$ cat config.mk
export PLATFORM = sky130hd
export DESIGN_NAME = front_panel_ctl
export DESIGN_NICKNAME = d
export VERILOG_FILES = /design/src/rtl/front_panel_ctl.sv
export SDC_FILE = /design/constraint.sdc
export NUM_CORES = 1
export LEC_CHECK = 0
export CAP_MARGIN = 20
export CORE_MARGIN = 3
export CORE_UTILIZATION = 40
export CTS_CLUSTER_DIAMETER = 200
export DETAILED_ROUTE_END_ITERATION = 10
export PLACE_DENSITY_LB_ADDON = 0.1
export RECOVER_POWER = 100
export SETUP_SLACK_MARGIN = 0.3
export SYNTH_ARGS = -nofsm -noshare
export SYNTH_HDL_FRONTEND = slang
export SYNTH_SLANG_ARGS = --single-unit
$ cat constraint.sdc
create_clock -name CLK_12MHz -period 4.85 [get_ports CLK_12MHz]
set_input_delay 0.485 -clock CLK_12MHz [delete_from_list [all_inputs] [get_ports CLK_12MHz]]
set_output_delay 0.485 -clock CLK_12MHz [all_outputs]
set_load 0.05 [all_outputs]
$ cat src/rtl/front_panel_ctl.sv
// Front-panel conditioner for the teaching CPU: synchronises and debounces buttons and
// DIP switches, makes press pulses, divides the clock and runs the HALTED/RUN/STEP FSM.
module front_panel_ctl #(
    parameter int DEBOUNCE_CYCLES = 120000,
    parameter int TICK_DIV        = 2097152
) (
    input  logic       CLK_12MHz,
    input  logic       RST_N,
    input  logic [5:0] Switch,
    input  logic [7:0] DPSwitch,
    input  logic       halt_req,
    output logic [5:0] btn_level,
    output logic [5:0] btn_press,
    output logic [7:0] dp_level,
    output logic       cpu_tick,
    output logic       core_reset,
    output logic       running,
    output logic [1:0] view_sel
);

    localparam int NIN = 14;
    localparam int CW  = $clog2(DEBOUNCE_CYCLES + 1);
    localparam int DW  = $clog2(TICK_DIV);
    // Buttons idle high (released), DIP switches idle low.
    localparam logic [NIN-1:0] SYNC_RST = {8'h00, 6'h3F};

    typedef enum logic [1:0] {ST_HALTED, ST_RUN, ST_STEP} state_t;

    logic [NIN-1:0] sync1, sync2;
    logic [NIN-1:0] sampled;
    logic [NIN-1:0] level;
    logic [NIN-1:0] flip;
    logic [CW-1:0]  cnt [NIN];
    logic [DW-1:0]  div_cnt;
    logic           div_hit;
    state_t         state, state_nxt;
    logic           tick_nxt, core_reset_nxt;

    // NOTE: sequential state uses non-blocking assignments so every flop samples pre-edge values.
    always_ff @(posedge CLK_12MHz or negedge RST_N) begin
        if (!RST_N) begin
            sync1 <= SYNC_RST;
            sync2 <= SYNC_RST;
        end else begin
            sync1 <= {DPSwitch, Switch};
            sync2 <= sync1;
        end
    end

    assign sampled = {sync2[13:6], ~sync2[5:0]};

    // NOTE: every signal written in always_comb gets a default first so no latch is inferred.
    always_comb begin
        flip = '0;
        for (int i = 0; i < NIN; i++) begin
            flip[i] = (sampled[i] != level[i]) && (cnt[i] == CW'(DEBOUNCE_CYCLES));
        end
    end

    // NOTE: the counters are ordinary flops, not a RAM, so they can and do take the async reset.
    always_ff @(posedge CLK_12MHz or negedge RST_N) begin
        if (!RST_N) begin
            level     <= '0;
            btn_press <= '0;
            for (int i = 0; i < NIN; i++) cnt[i] <= '0;
        end else begin
            level     <= level ^ flip;
            btn_press <= flip[5:0] & ~level[5:0];
            for (int i = 0; i < NIN; i++) begin
                if (sampled[i] == level[i] || flip[i]) cnt[i] <= '0;
                else                                   cnt[i] <= cnt[i] + CW'(1);
            end
        end
    end

    assign btn_level = level[5:0];
    assign dp_level  = level[13:6];

    assign div_hit = (div_cnt == DW'(TICK_DIV - 1));

    always_ff @(posedge CLK_12MHz or negedge RST_N) begin
        if (!RST_N) div_cnt <= '0;
        else        div_cnt <= div_hit ? '0 : div_cnt + DW'(1);
    end

    always_comb begin
        state_nxt      = state;
        tick_nxt       = 1'b0;
        core_reset_nxt = 1'b0;
        if (btn_press[1]) begin
            state_nxt      = ST_HALTED;
            core_reset_nxt = 1'b1;
        end else begin
            case (state)
                ST_HALTED: if (btn_press[0]) state_nxt = dp_level[7] ? ST_STEP : ST_RUN;
                ST_STEP: begin
                    tick_nxt  = 1'b1;
                    state_nxt = ST_HALTED;
                end
                ST_RUN: begin
                    // A halt or pause request wins over a coincident divider hit.
                    if (halt_req || btn_press[0]) state_nxt = ST_HALTED;
                    else                          tick_nxt  = div_hit;
                end
                default: state_nxt = ST_HALTED;
            endcase
        end
    end

    always_ff @(posedge CLK_12MHz or negedge RST_N) begin
        if (!RST_N) begin
            state      <= ST_HALTED;
            cpu_tick   <= 1'b0;
            core_reset <= 1'b0;
            running    <= 1'b0;
        end else begin
            state      <= state_nxt;
            cpu_tick   <= tick_nxt;
            core_reset <= core_reset_nxt;
            running    <= (state_nxt == ST_RUN);
        end
    end

    always_ff @(posedge CLK_12MHz or negedge RST_N) begin
        if (!RST_N)            view_sel <= 2'd0;
        else if (btn_press[2]) view_sel <= 2'd0;
        else if (btn_press[3]) view_sel <= 2'd1;
        else if (btn_press[4]) view_sel <= 2'd2;
        else if (btn_press[5]) view_sel <= 2'd3;
    end

endmodule
# Word level (Yosys, flattened, before mapping)
# Index checks and enable logic that the tools add are counted.
# classes
n_mux,28
n_reduce_logical,31
n_eq_ne,46
addsub,15
bitwise,4
# ops
cell,n
"17-bit by 1-bit adder with 17-bit output, second input constant",14
"17-bit equality test, second input constant",14
17-bit 2-to-1 mux,14
"21-bit by 1-bit adder with 21-bit output, second input constant",1
"21-bit equality test, second input constant",1
21-bit 2-to-1 mux,1
2-bit 2-to-1 mux,8
1-bit logical OR,15
1-bit equality test,14
1-bit logical AND,14
1-bit != test,14
14-bit XOR,1
6-bit inverter,2
6-bit AND,1
"2-bit by 1-bit equality test with 1-bit output, second input constant",2
2-bit one-hot mux with 2 select lines,1
4-bit nonzero test,1
1-bit 2-to-1 mux,3
"2-bit equality test, second input constant",1
2-bit logical NOT,1
1-bit one-hot mux with 2 select lines,1
# word_totals
reg_bits,314
in_bits,17

# Longest topological paths before layout
# Gate-level depths: netlist of the first run.
# logic_depth
ltp_word,5
mapped_depth,8
depth_no_buf,7

# Worst setup path after synthesis of the first run
# No wires, ideal clock.
# synth_timing
path_kind,register to register
from,register cnt[76] (netlist name)
to,register cnt[76] (netlist name)
arrival_ns,1.730
path_stages_with_launch,6
setup_slack_ns,3.001
path_buffers,2
synth_period_minus_slack_ns,1.849
setup_time_ns,0.119
t_required_ns,4.731
cell_sequence,dfrtp_1 > buf_2 > or4_4 > o41ai_4 > buf_6 > nor2_1
# synth_via
elab_chain_cells,4
# synth_lines
element,line_no,rtl
"start, declared",33,logic [CW-1:0] cnt [NIN];
"start signal, assigned by index",71,else cnt[i] <= cnt[i] + CW'(1);
"parallel branches: the longest is 3 deep, another holds 17-bit by 1-bit adder with 17-bit output",-,
17-bit 2-to-1 mux (*),70,if (sampled[i] == level[i] || flip[i]) cnt[i] <= '0;
# Every way passes the cells marked *.
# A chain may end at the register's enable or synchronous reset.

# Final worst setup path of the first run
# layout_timing
from,register cnt[165] (netlist name)
to,register cnt[159] (netlist name)
# layout_via
elab_chain_cells,4
# layout_lines
element,line_no,rtl
17-bit equality test,56,flip[i] = (sampled[i] != level[i]) && (cnt[i] == CW'(DEBOUNCE_CYCLES));
1-bit logical AND,56,
1-bit logical OR,70,
17-bit 2-to-1 mux,70,
# No other way between the ends.

==> results of run 1 <==
[cell usage after synthesis, types with 6 or more instances]
cell and number:
nor3_1 36, nor4bb_1 11, dfrtp_1 302, clkbuf_1 35, dfstp_2 12, xnor2_1 135
nand2_1 72, nor4b_1 12, a21oi_1 18, ha_1 38, and3_1 27, nand3_1 97
or4_1 7, mux2_2 8, o21ai_0 12, o31ai_1 6, nor4_1 69, inv_1 70
xor2_1 90, and2_1 9, and4_1 24, nand4_1 101, or3_1 11, nor2_1 251
[path summary, 6_finish.rpt]
path	startpoint	to	slack, ns	cells past startpoint
worst max-delay path	cnt[165]	cnt[159]	1.86	4
worst min-delay path	sync1[8]	sync2[8]	0.35	0
worst max register to register	cnt[165]	cnt[159]	1.86	4
worst min register to register	sync1[8]	sync2[8]	0.35	0
max in group asynchronous	RST_N	cnt[46]	2.28	1
min in group asynchronous	RST_N	cnt[19]	0.84	1
[flip-flops by register name, indices dropped and copies added, names as in the netlist, named ones only]
signal / cells
running: 1
btn_press: 6
cnt: 238
sync2: 14
core_reset: 1
view_sel: 2
level: 6
cpu_tick: 1
sync1: 14
state: 2
div_cnt: 21
[kinds of logic (layout without fill, tap and decap cells)]
group / count (synthesis) / count (layout)
adder cells (fa/ha/maj): 38 / 38
AO/OA/AOI/OAI: 49 / 49
AND/OR/NAND/NOR: 744 / 744
multiplexers: 8 / 8
XOR/XNOR: 225 / 225
other: 0 / 1
flip-flops: 314 / 314
buffers and inverters: 113 / 180
[final cells by class]
cell class	instances	area, um^2	share of cell area, %
antenna	1	2.50	0.0146
clock buffer	55	1100	6.39
clock inverter	12	141	0.824
inverter	70	263	1.53
multi-input combinational	1064	6710	39.1
sequential	314	7870	45.9
tap	504	631	3.67
timing repair buffer	43	445	2.60
[metal layers]
layer | global-route usage, % | up-vias | routed length (um)
met4 | 5.27 | 0 | 739
li1 | - | 5263 | -
met1 | 20.5 | 5071 | 14000
met2 | 23.2 | 117 | 12500
met5 | 0 | - | 0
met3 | 2.67 | 51 | 927
[metrics by stage]
step | worst slack [ns] | utilization [%] | total power [mW] | std cells | hold slack (ns)
finish | 1.86 | 46.5 | 5.71 | 2063 | 0.347
global route | 1.54 | 46.5 | 5.96 | 2063 | 0.353
CTS | 2.46 | 46.6 | 5.84 | 2062 | 0.0657
detailed placement | 2.66 | 43.3 | 2.96 | 1995 | 0.336
global placement | 2.69 | 43.3 | 2.96 | 1995 | 0.333
floorplan | 3.00 | - | 2.85 | 1491 | 0.189
[report_power, final]
group,internal (mW),switching [mW]
Combinational,0.0577,0.127
Sequential,2.67,0.0507
Clock,1.73,1.08
Total,4.45,1.26
[critical path: stages (launching register included)]
cell and delay, ns:
dfrtp_1 0.41, nand3_1 0.11, or4b_2 0.66, o21ai_0 1.48, nor2_1 0.13
==> impl_results.md, run 1 <==
- Min cycle time layout: between 2 and 3 ns
- CTS resizes: 0
- Final Hold Viols: 0
- Root buf cell: clkbuf_16
- Synthesized area: ~15000 um^2
- Mux cell area share after synthesis: less than 1%
- Site row count: 70
- Adder-cell area share of the yosys netlist: between 3 and 4%
- Req. time, crit path: approximately 5.2 ns
- Synth warn: 0
- Synth Area in Simple Gates: between 20% and 30%
- CTS Buf Count: 38
- Seq/Total Area, Yosys: a little over half
- Worst-Skew Late Latency: between 0.5 and 0.6 ns
- Gr usage total: between 10% and 20%
- Drt pass-1 iters: 6
- Compound-gate portion of the synthesized area: under 10%
- Wire per inst: around 14 um
- Post-synth EDFFs: 0
- Avg Vias per Cell: 5.09
- Final slew viol count: roughly 150
- Fmax: approximately 0.33 GHz
- Global-route wire length before repair: ~50000 um
- Post-CTS Setup Inserts: 0
- Final Setup Violations: 0
- Final wirelength: roughly 28000 um
- PortBufs: slightly above 40
- DIE AREA: 40000 um^2
- Layout area overhead: 14.0%
- Placed instance area: between 15000 and 20000 um^2
- H-tree Lvls: 2
- GP Congestion: a little under 0.8
- Worst Tran Pin Value: 2.89 ns
- Routed vias: ~11k
- Async SR Flop Fraction: between 90% and 100%
- Max Cap Viol: 3
- Leak: 7.11 nW
- Commonest non-fill, non-tap cell in the layout: dfrtp_1
- Largest net degree at the start of global routing: 114
- Nets: 1586
- #FFs+latches synth: 314
- Post-Synth XOR/XNOR Area: about an eighth
- Synth area leaders: dfrtp_1 (50%), xnor2_1 (7.9%), nor2_1 (6.3%)
- Setup crit end kind: flop
- Core Area: 36900 um^2
- Yosys top cell area share: 50.2%
- Period utilisation layout: approximately 60%
- Failing checks: capacitance limit, slew limit
- CTS sink count: around 310
- CTS clock-pin slew for the worst setup and hold paths: roughly 0.060 ns
- DP Wirelength: roughly 18000 um
- Drt drc: 0
- Most frequent cells in the layout: dfrtp_1 (302), nor2_1 (251), xnor2_1 (135)
- Vias in the first global route: between 10k and 15k
- Status: finished, violations left
- Initial core utilization: between 40% and 50%
- Die W: 200 um
- Worst Setup Start Kind: flop
- Antenna violations before repair: 1
- Main combinational cell family by area after synthesis: simple AND/OR/NAND/NOR gates
- CP max FO: 17
- Crit Path Class: reg -> reg
- Syn_area_per_cell: 10.1 um^2
- Hold crit path type: reg -> reg
- Synth cell types: 47
- Max_slew headroom: -92.9%
- Post-route cell area: ~17000 um^2
- Yosys top cell by area: dfrtp_1
- Hold buffers post-CTS: 0
- Share of layout cells above drive strength 1: roughly 5.6%
- Starting DRT DRC Count: between 400 and 500
- Layout fillers: between 3k and 4k
- Setup TNS: 0 ns
- Clk buf depth: 3
- Crit path DAT: 3.33 ns
- Syn Inst Count: around 1.5k
- Net count after synthesis: 1546
- Pwr Density: 333 nW/um^2
- # IOs: 42
- RSZ-0062 raised after global routing: no
- Synth Flop Type: dfrtp_1
- Global route overflow: 0
- Clock skew: 0.0120 ns
- Die Ht: 200 um
- Routed Antenna Nets: 0
- VDD IR-drop max: about 260 uV
- CTS tree: built
(Power assumes the default switching activity.)
==> run 2, diff against run 1 <==
==> constraint.sdc (replaced) <==
create_clock -name CLK_12MHz -period 2.8 [get_ports CLK_12MHz]
set_input_delay 0.28 -clock CLK_12MHz [delete_from_list [all_inputs] [get_ports CLK_12MHz]]
set_output_delay 0.28 -clock CLK_12MHz [all_outputs]
set_load 0.05 [all_outputs]
==> run 2 against run 1 <==
  * The run still ends with capacitance limit, slew limit left
  * First-iteration DRC count rose by 16%
  * Wire length rose by 0.16%
  * Cell count rose by 0.29%
  * Critical path depth did not move
  * Count of clock-buffer cells in the layout fell by 2
  * Clock skew rose by 0.00057 ns
  * Hold slack got worse by 0.061 ns
  * Critical path type unchanged
  * Critical endpoint is now cnt[74]
  * Largest power group unchanged
  * Highest routed layer unchanged
==> impl_results.md, run 2 (synthesized netlist as in run 1, its figures left out) <==
- Starting DRT DRC Count: 560 (was 483)
- Failing checks: capacitance limit, slew limit (unchanged)
- GP Congestion: 0.784 (was 0.782)
- Setup crit end kind: flop (unchanged)
- Final Setup Violations: 0 (unchanged)
- Fin cells: 2069 (was 2063)
- Met3 usage: 2.89% (was 2.67%)
- Global-route wire length before repair: 50100 um (was 49800 um)
- CTS sink count: 314 (unchanged)
- Routed vias: 10.5k (about the same)
- DIE AREA: 40000 um^2 (unchanged)
- CTS Buf Count: 38 (unchanged)
- Worst-Skew Late Latency: 0.53 ns (was 0.54 ns)
- Commonest non-fill, non-tap cell in the layout: dfrtp_1 (unchanged)
- Clk buf depth: 3 (unchanged)
- Met2 Usage GRT: 22.5% (was 23.2%)
- Final Core Density: 46.7% (was 46.5%)
- Share of layout cells above drive strength 1: 6.27% (was 5.65%)
- Hold path startpoint: Switch[4] (was sync1[8])
- Hold crit path type: in -> reg (was reg -> reg)
- VDD IR-drop max: 396 uV (was 263 uV)
- # IOs: 42 (unchanged)
- CTS resizes: 0 (unchanged)
- Root buf cell: clkbuf_16 (unchanged)
- Site row count: 70 (unchanged)
- PortBufs: 41 (unchanged)
- Leak: 7.14 nW (was 7.11 nW)
- Die Ht: 200 um (unchanged)
- Final slew viol count: 55 (was 148)
- Max_slew headroom: -7.24% (was -92.9%)
- Pwr Density: 568 nW/um^2 (was 333 nW/um^2)
- Die W: 200 um (unchanged)
- R2R setup slack: 0.56 ns (was 1.86 ns)
- RSZ-0062 raised after global routing: no (unchanged)
- Wire per inst: 13.6 um (was 13.7 um)
- Fmax: 0.446 GHz (was 0.334 GHz)
- Min cycle time layout: 2.24 ns (was 2.99 ns)
- Drt pass-1 iters: 4 (was 6)
- Total power: 9.79 mW (was 5.71 mW)
- Number of flip-flops under the largest register name: 238 (unchanged)
- Largest Register: cnt (unchanged)
- Crit Path Class: reg -> reg (unchanged)
- Setup TNS: 0 ns (unchanged)
- Drt drc: 0 (unchanged)
- Avg Vias per Cell: 5.06 (was 5.09)
- Worst hold path depth: 1 (was 0)
- Busiest grt layer: met2 (unchanged)
- Initial core utilization: 40.8% (unchanged)
- Global route overflow: 0 (unchanged)
- Antenna violations before repair: 1 (unchanged)
- Worst setup margin: 0.559 ns (was 1.86 ns)
- H-tree Lvls: 2 (unchanged)
- Largest net degree at the start of global routing: 66 (was 114)
- Req. time, crit path: 3.19 ns (was 5.19 ns)
- Final wirelength: 28200 um (about the same)
- FF-to-FF path depth: 4 (unchanged)
- Clock skew: 0.0126 ns (was 0.0120 ns)
- Most frequent cells in the layout: dfrtp_1 (302), nor2_1 (251), xnor2_1 (135) (unchanged)
- Final Hold Viols: 0 (unchanged)
- Vias in the first global route: 10.4k (was 10.5k)
- CP max FO: 11 (was 17)
- Nets: 1592 (was 1586)
- Crit path DAT: 2.63 ns (was 3.33 ns)
- Core Area: 36900 um^2 (unchanged)
- RR Endpoint: cnt[74] (was cnt[159])
- Met1 Resource Use GR: 21.2% (was 20.5%)
- Post-route cell area: 17200 um^2 (about the same)
- CTS clock-pin slew for the worst setup and hold paths: 0.06 ns (about the same)
- Worst Tran Pin Value: 1.61 ns (was 2.89 ns)
- Reg2Reg Launch Point: cnt[76] (was cnt[165])
- CTS tree: built (unchanged)
- Largest regs: cnt (238), div_cnt (21) (unchanged)
- Period utilisation layout: 80.0% (was 61.7%)
- Hold buffers post-CTS: 1 (was 0)
- Max Cap Viol: 1 (was 3)
- Routed Antenna Nets: 0 (unchanged)
- Worst hold slack: 0.285 ns (was 0.347 ns)
- Post-CTS Setup Inserts: 0 (unchanged)
- Place WS: 0.727 ns (was 2.66 ns)
- Status: finished, violations left (unchanged)
- Placed insts: 2000 (was 1995)
- DP Wirelength: 18600 um (was 18100 um)
- Gr usage total: 14.8% (was 14.7%)
- Worst Setup Start Kind: flop (unchanged)
- Layout area overhead: 14.4% (was 14.0%)
- Placed instance area: 16000 um^2 (about the same)
- Worst Hold Path EP: sync1[4] (was sync2[8])
## run 2: cell count changes in the layout (fill, tap and decap cells not counted), sizes merged
cell / change
buf: +3
inv: +3
dlygate4sd3: +1
clkinvlp: -1
clkinv: +2
bufinv: -2
## run 2: final cells by class
cell class | instances | area [um^2]
Sequential cell | 314 | 7870
Inverter | 70 | 263
Timing Repair Buffer | 49 | 510
Tap cell | 504 | 631
Clock inverter | 14 | 114
Fill cell | 3495 | 19600
Multi-Input combinational cell | 1064 | 6720
Clock buffer | 53 | 1110
Antenna cell | 1 | 2.50
## run 2: critical path, stage by stage (launching register included)
cell      delay, ns
dfrtp_1        0.45
or4_1          0.59
o41ai_4        0.52
clkbuf_1       0.44
nor2_1         0.10
## run 2: per-layer routing
| metal | vias up | routed length (um) |
|---|---|---|
| li1 | 5279 | - |
| met1 | 5045 | 14200 |
| met2 | 105 | 12500 |
| met3 | 42 | 982 |
| met4 | 0 | 620 |
| met5 | - | 0 |
## run 2: power breakdown
| group | leakage (nW) | internal [mW] | switching [mW] |
|---|---|---|---|
| clock | 0.613 | 2.87 | 1.89 |
| sequential | 4.26 | 4.62 | 0.0876 |
| combinational | 2.27 | 0.107 | 0.221 |
## run 2: how the worst max path moves through the flow
stage	start	end	slack [ns]	depth (start not counted)
after floorplan	cnt[76]	cnt[76]	0.95	5
after global placement	cnt[165]	cnt[169]	0.79	4
after detailed placement	cnt[233]	cnt[237]	0.73	4
after CTS	btn_press[0]	btn_press[0]	0.59	1
after global routing	cnt[76]	cnt[71]	0.39	4
final	cnt[76]	cnt[74]	0.56	4
